**config.mk**
```make
export PLATFORM = sky130hd
export DESIGN_NAME = aes_pipe_scheduler
export DESIGN_NICKNAME = d
export VERILOG_FILES = /design/src/rtl/aes_pipe_scheduler.sv
export SDC_FILE = /design/constraint.sdc
export NUM_CORES = 1
export LEC_CHECK = 0
export CORE_AREA = 5 5 455 457
export CTS_CLUSTER_SIZE = 28
export DETAILED_ROUTE_END_ITERATION = 12
export DIE_AREA = 0 0 460 462
export PLACE_DENSITY = 0.36
export RECOVER_POWER = 50
export SLEW_MARGIN = 10
export SYNTH_ARGS = -nofsm -noshare
export SYNTH_HDL_FRONTEND = slang
export SYNTH_SLANG_ARGS = --single-unit
```
**constraint.sdc**
```tcl
create_clock -name clock -period 3 [get_ports clock]
set_clock_uncertainty 0.05 [all_clocks]
set_input_delay 0.75 -clock clock [delete_from_list [all_inputs] [get_ports clock]]
set_output_delay 0.75 -clock clock [all_outputs]
set_load 0.02 [all_outputs]
```
**src/rtl/aes_pipe_scheduler.sv**
```systemverilog
// Two-requester round-robin front end for a shared, fixed-latency pipelined AES core.
// Results are steered back to their owner by a tag pipe that runs in lockstep with the core.
module aes_pipe_scheduler #(
    parameter int KEY_SIZE        = 128,
    parameter int LATENCY         = 10,
    parameter int MAX_OUTSTANDING = 4
) (
    input  logic                clock,
    input  logic                reset,
    input  logic                req0_valid,
    output logic                req0_ready,
    input  logic [127:0]        req0_data,
    input  logic [KEY_SIZE-1:0] req0_key,
    input  logic                req1_valid,
    output logic                req1_ready,
    input  logic [127:0]        req1_data,
    input  logic [KEY_SIZE-1:0] req1_key,
    output logic                core_valid,
    output logic [127:0]        core_data,
    output logic [KEY_SIZE-1:0] core_key,
    input  logic                core_result_valid,
    input  logic [127:0]        core_result,
    output logic                rsp0_valid,
    output logic [127:0]        rsp0_data,
    output logic                rsp1_valid,
    output logic [127:0]        rsp1_data,
    input  logic                drain,
    output logic                idle,
    output logic                error,
    output logic [3:0]          out0_count,
    output logic [3:0]          out1_count
);

    localparam logic [3:0] LP_MAX = 4'(MAX_OUTSTANDING);

    logic                r_last_grant;
    logic                r_core_valid;
    logic                r_core_owner;
    logic [127:0]        r_core_data;
    logic [KEY_SIZE-1:0] r_core_key;
    logic [LATENCY-1:0]  r_tag_v;
    logic [LATENCY-1:0]  r_tag_o;
    logic                r_rsp0_valid;
    logic                r_rsp1_valid;
    logic [127:0]        r_rsp0_data;
    logic [127:0]        r_rsp1_data;
    logic                r_error;
    logic [3:0]          r_out0;
    logic [3:0]          r_out1;

    logic w_under0, w_under1;
    logic w_elig0, w_elig1;
    logic w_grant0, w_grant1;
    logic w_acc0, w_acc1;
    logic w_exp_v, w_exp_o;
    logic w_hit;

    assign w_under0 = (r_out0 < LP_MAX);
    assign w_under1 = (r_out1 < LP_MAX);
    assign w_elig0  = req0_valid & w_under0;
    assign w_elig1  = req1_valid & w_under1;

    // r_last_grant==1 means req1 won most recently, so req0 takes the next tie.
    always_comb begin
        w_grant0 = 1'b0;
        w_grant1 = 1'b0;
        if (w_elig0 && w_elig1) begin
            w_grant0 = r_last_grant;
            w_grant1 = ~r_last_grant;
        end else begin
            w_grant0 = w_elig0;
            w_grant1 = w_elig1;
        end
    end

    assign req0_ready = w_grant0 & ~drain & w_under0;
    assign req1_ready = w_grant1 & ~drain & w_under1;
    assign w_acc0     = req0_valid & req0_ready;
    assign w_acc1     = req1_valid & req1_ready;

    always_ff @(posedge clock or negedge reset) begin
        if (!reset) begin
            r_last_grant <= 1'b1;
            r_core_valid <= 1'b0;
            r_core_owner <= 1'b0;
            r_core_data  <= '0;
            r_core_key   <= '0;
        end else begin
            r_core_valid <= w_acc0 | w_acc1;
            if (w_acc0) begin
                r_last_grant <= 1'b0;
                r_core_owner <= 1'b0;
                r_core_data  <= req0_data;
                r_core_key   <= req0_key;
            end else if (w_acc1) begin
                r_last_grant <= 1'b1;
                r_core_owner <= 1'b1;
                r_core_data  <= req1_data;
                r_core_key   <= req1_key;
            end
        end
    end

    // Tag enters from the registered issue, so its last stage lines up with the core output.
    always_ff @(posedge clock or negedge reset) begin
        if (!reset) begin
            r_tag_v <= '0;
            r_tag_o <= '0;
        end else begin
            r_tag_v[0] <= r_core_valid;
            r_tag_o[0] <= r_core_owner;
            for (int unsigned k = 1; k < LATENCY; k++) begin
                r_tag_v[k] <= r_tag_v[k-1];
                r_tag_o[k] <= r_tag_o[k-1];
            end
        end
    end

    assign w_exp_v = r_tag_v[LATENCY-1];
    assign w_exp_o = r_tag_o[LATENCY-1];
    assign w_hit   = core_result_valid & w_exp_v;

    always_ff @(posedge clock or negedge reset) begin
        if (!reset) begin
            r_rsp0_valid <= 1'b0;
            r_rsp1_valid <= 1'b0;
            r_rsp0_data  <= '0;
            r_rsp1_data  <= '0;
            r_error      <= 1'b0;
        end else begin
            r_rsp0_valid <= w_hit & ~w_exp_o;
            r_rsp1_valid <= w_hit & w_exp_o;
            if (w_hit && !w_exp_o) r_rsp0_data <= core_result;
            if (w_hit && w_exp_o)  r_rsp1_data <= core_result;
            if (core_result_valid != w_exp_v) r_error <= 1'b1;
        end
    end

    always_ff @(posedge clock or negedge reset) begin
        if (!reset) begin
            r_out0 <= '0;
            r_out1 <= '0;
        end else begin
            if (w_acc0 && !r_rsp0_valid && (r_out0 < LP_MAX)) r_out0 <= r_out0 + 4'd1;
            else if (!w_acc0 && r_rsp0_valid && (r_out0 != 4'd0)) r_out0 <= r_out0 - 4'd1;
            if (w_acc1 && !r_rsp1_valid && (r_out1 < LP_MAX)) r_out1 <= r_out1 + 4'd1;
            else if (!w_acc1 && r_rsp1_valid && (r_out1 != 4'd0)) r_out1 <= r_out1 - 4'd1;
        end
    end

    assign core_valid = r_core_valid;
    assign core_data  = r_core_data;
    assign core_key   = r_core_key;
    assign rsp0_valid = r_rsp0_valid;
    assign rsp1_valid = r_rsp1_valid;
    assign rsp0_data  = r_rsp0_data;
    assign rsp1_data  = r_rsp1_data;
    assign error      = r_error;
    assign out0_count = r_out0;
    assign out1_count = r_out1;
    assign idle       = (r_out0 == 4'd0) && (r_out1 == 4'd0) && (r_tag_v == '0) &&
                        !r_core_valid && !r_rsp0_valid && !r_rsp1_valid;

endmodule

```
==> impl_metrics.tcl, run 1 <==
set metrics [dict create \
    synth_area_mm2 0.0213 \
    routed_wirelength_um 145000 \
    finalSetupViolations 0 \
    synth.net_count 2406 \
    vias_per_cell 3.39 \
    synth.distinct_cells 42 \
    gp_congestion 0.794 \
    finalHoldViolations 0 \
    row_count 166 \
    n_fill_cell 22359 \
    setup-tns-final_ps 0 \
    synth-main-ff-cell "dfrtp_1" \
    worst_pin_slew_ps 1380 \
    dr.pass1.iters 5 \
    synthCells 1753 \
    cap_violations 0 \
    ys_ff_latch 546 \
    relSlewSlack 0.0779 \
    dieHeight_um 462 \
    clkTransAtPathRegs_ps 60 \
    drtIter0Drc 865 \
    place.port_buffers 1172 \
    grt_usage 0.131 \
    leakage_nw 15.7 \
    critPathKind "reg -> out" \
    holdWs_ps 294 \
    synth.top_cell.area_share 0.640 \
    area_growth_pct 84.4 \
    synth_most_common_cell "dfrtp_1" \
    ir_drop_uv 395 \
    power.share.clock 0.227 \
    power.switching_mw 15.6 \
    end_kind "output port" \
    initial_utilization 0.105 \
    drc_errors 0 \
    synth_edf_count 0 \
    vias 19571 \
    pre_cts_ws_ps -214 \
    min_period_ps 2880 \
    ctsHtreeMaxLevel 3 \
    nets 3671 \
    post-place-cells 5629 \
    cts_tree "yes" \
    worstPathArrival_ps 2080 \
    cts-root-buf "clkbuf_16" \
    grt_pass1_vias 20965 \
    fin_crit_sh 0.961 \
    setup_slack_ps 118 \
    drtAntennaViolNets 0 \
    total_power_mw 40.6 \
    hold_class "reg -> reg" \
    numCtsBuffers 74 \
    finalInstanceArea_mm2 0.0393 \
    core-area_mm2 0.203 \
    dp_hpwl_um 121000 \
    intPower_mw 25.0 \
    status "complete, no violations" \
    async_flop_share 1.00 \
    yosysWarnings 0 \
    grt_antenna_before_repair 89 \
    postLayoutCoreUtil 0.194 \
    drv_slew 0 \
    power.density_mw_per_mm2 1030 \
    clock.fmax_mhz 347 \
    post_dp_cell_area_mm2 0.0370 \
    insertion_delay_ps 670 \
    drive_gt1_frac 0.163 \
    die_w_um 460 \
    die_area_mm2 0.213 \
    critPathRequiredTime_ps 2200 \
    cts_sinks 546 \
    grt_max_degree 96 \
    synthTopCellsByCount "dfrtp_1 (545), nor2_1 (515), mux2_2 (257)" \
    switching_share 0.385 \
    grt_pass1_wl_um 190000 \
    fin_cells 5773 \
    clockBufferDepth 3 \
    synth_top_area_cell "dfrtp_1" \
    rsz0062_at_grt "no" \
    combPwrFrac 0.457 \
    cp_max_fo 5 \
    gr-total-overflow 0 \
    postSynthAreaPerCell_um2 12.2 \
    wl_per_cell_um 25.2 \
    p_seq_frac 0.317 \
    ys_top_cells_by_area "dfrtp_1 (64%), mux2_2 (14%), nor2_1 (9.1%), o22ai_1 (7.5%), buf_4 (0.74%)" \
    pin_count 1173 \
    ys_seq_area_frac 0.641 \
    cp-start-kind "flip-flop" \
]
-- power groups by stage --
stage          Clock [mW]  Sequential (mW)  Combinational, mW
2_1_floorplan           0             16.5               4.18
3_3_place_gp            0             13.0               18.9
3_5_place_dp            0             13.0               19.0
4_1_cts              9.64             12.9               19.0
5_1_grt              9.92             13.3               19.7
6_report             9.22             12.9               18.6
-- layout by cell type (no fill, tap or decap), drive strengths merged, types with 2 or more instances in the layout --
cell type / netlist / routed
nor4b: 2 / 2
inv: 7 / 11
nor4: 6 / 6
diode: 0 / 13
clkbuf: 50 / 152
o21bai: 2 / 2
bufinv: 0 / 4
mux2: 258 / 258
buf: 63 / 86
nand2b: 2 / 2
nor2: 515 / 515
nand3: 3 / 3
o22ai: 256 / 256
a21oi: 5 / 5
ha: 5 / 5
nand2: 11 / 11
fa: 2 / 2
dlygate4sd3: 0 / 2
a221o: 2 / 2
dfrtp: 545 / 545
clkdlybuf4s50: 0 / 1167
xor2: 3 / 3
clkinv: 0 / 16
mux2i: 3 / 3
-- critical path, cell delays in order (launching register included) --
cell and delay (ps):
dfrtp_1 390, buf_4 170, or4b_4 560, nand2_8 90, inv_2 40, buf_2 150
-- state kept, by name, summed over array words and instances, names as in the netlist --
register and count:
r_tag_v 10, rsp1_valid 1, error 1, core_key 128, rsp0_valid 1, r_tag_o 10
rsp1_data 128, core_data 128, out1_count 4, r_last_grant 1, r_core_owner 1, rsp0_data 128
core_valid 1, out0_count 4
-- cells by family after synthesis --
group,share of synthesized area
flops,0.641
xor+xnor,0.00164
fa+ha+maj,0.00481
buf+inv,0.0346
compound gates,0.0794
simple gates,0.100
mux,0.138
-- worst paths after layout --
check / start / slack, ps / end / depth (start not counted)
max in group asynchronous: reset / 220 / core_key[60] / 4
min in group asynchronous: reset / 920 / core_data[56] / 2
min reg2reg: r_tag_o[4] / 290 / r_tag_o[5] / 0
max: out1_count[2] / 120 / req0_ready / 5
min: r_tag_o[4] / 290 / r_tag_o[5] / 0
max reg2reg: r_tag_v[9] / 440 / rsp1_data[68] / 4
-- layer usage --
| metal | vias up | share of wire | wire [um] | global-route usage |
|---|---|---|---|---|
| li1 | 8699 | - | - | - |
| met2 | 1010 | 0.51 | 74900 | 0.241 |
| met5 | - | 0.0014 | 197 | 0 |
| met4 | 32 | 0.025 | 3690 | 0.0330 |
| met3 | 242 | 0.10 | 15200 | 0.0619 |
| met1 | 9588 | 0.35 | 51500 | 0.134 |
-- what timing repair did --
item | 4_1_cts | 5_1_grt
pin swaps | 2 | 0
setup buffers | 0 | 0
hold buffers | 1 | 0
gates cloned | 0 | 0
resized for setup | 13 | 4
endpoints found under the setup margin | 3 | 2
endpoints found under the hold margin | 23 | 0
-- area by class of cell --
class,count,area (um^2),share of cell area
timing repair buffer,1302,12800,0.325
clock buffer,105,2170,0.0551
sequential,546,13700,0.347
antenna,13,32.5,0.000827
multi-input combinational,1087,6950,0.177
clock inverter,25,352,0.00894
inverter,7,33.8,0.000859
tap,2688,3360,0.0855
No activity file was read; power rests on OpenSTA's default activity.
==> run 2: changes to the inputs <==
--- a/config.mk
+++ b/config.mk
@@ -5,10 +5,12 @@
 export SDC_FILE = /design/constraint.sdc
 export NUM_CORES = 1
 export LEC_CHECK = 0
+export ABC_AREA = 0
 export CORE_AREA = 5 5 455 457
 export CTS_CLUSTER_SIZE = 28
 export DETAILED_ROUTE_END_ITERATION = 12
 export DIE_AREA = 0 0 460 462
+export HOLD_SLACK_MARGIN = 0.03
 export PLACE_DENSITY = 0.36
 export RECOVER_POWER = 50
 export SLEW_MARGIN = 10
==> results of run 2 <==
Final layout, timing and power as in run 1 (identical DEF).
==> run 3: changes to the inputs <==
--- a/config.mk
+++ b/config.mk
@@ -7,7 +7,7 @@
 export LEC_CHECK = 0
 export ABC_AREA = 0
 export CORE_AREA = 5 5 455 457
-export CTS_CLUSTER_SIZE = 28
+export CTS_CLUSTER_SIZE = 24
 export DETAILED_ROUTE_END_ITERATION = 12
 export DIE_AREA = 0 0 460 462
 export HOLD_SLACK_MARGIN = 0.03
==> results of run 3 <==
Final layout, timing and power as in run 1 (identical DEF).
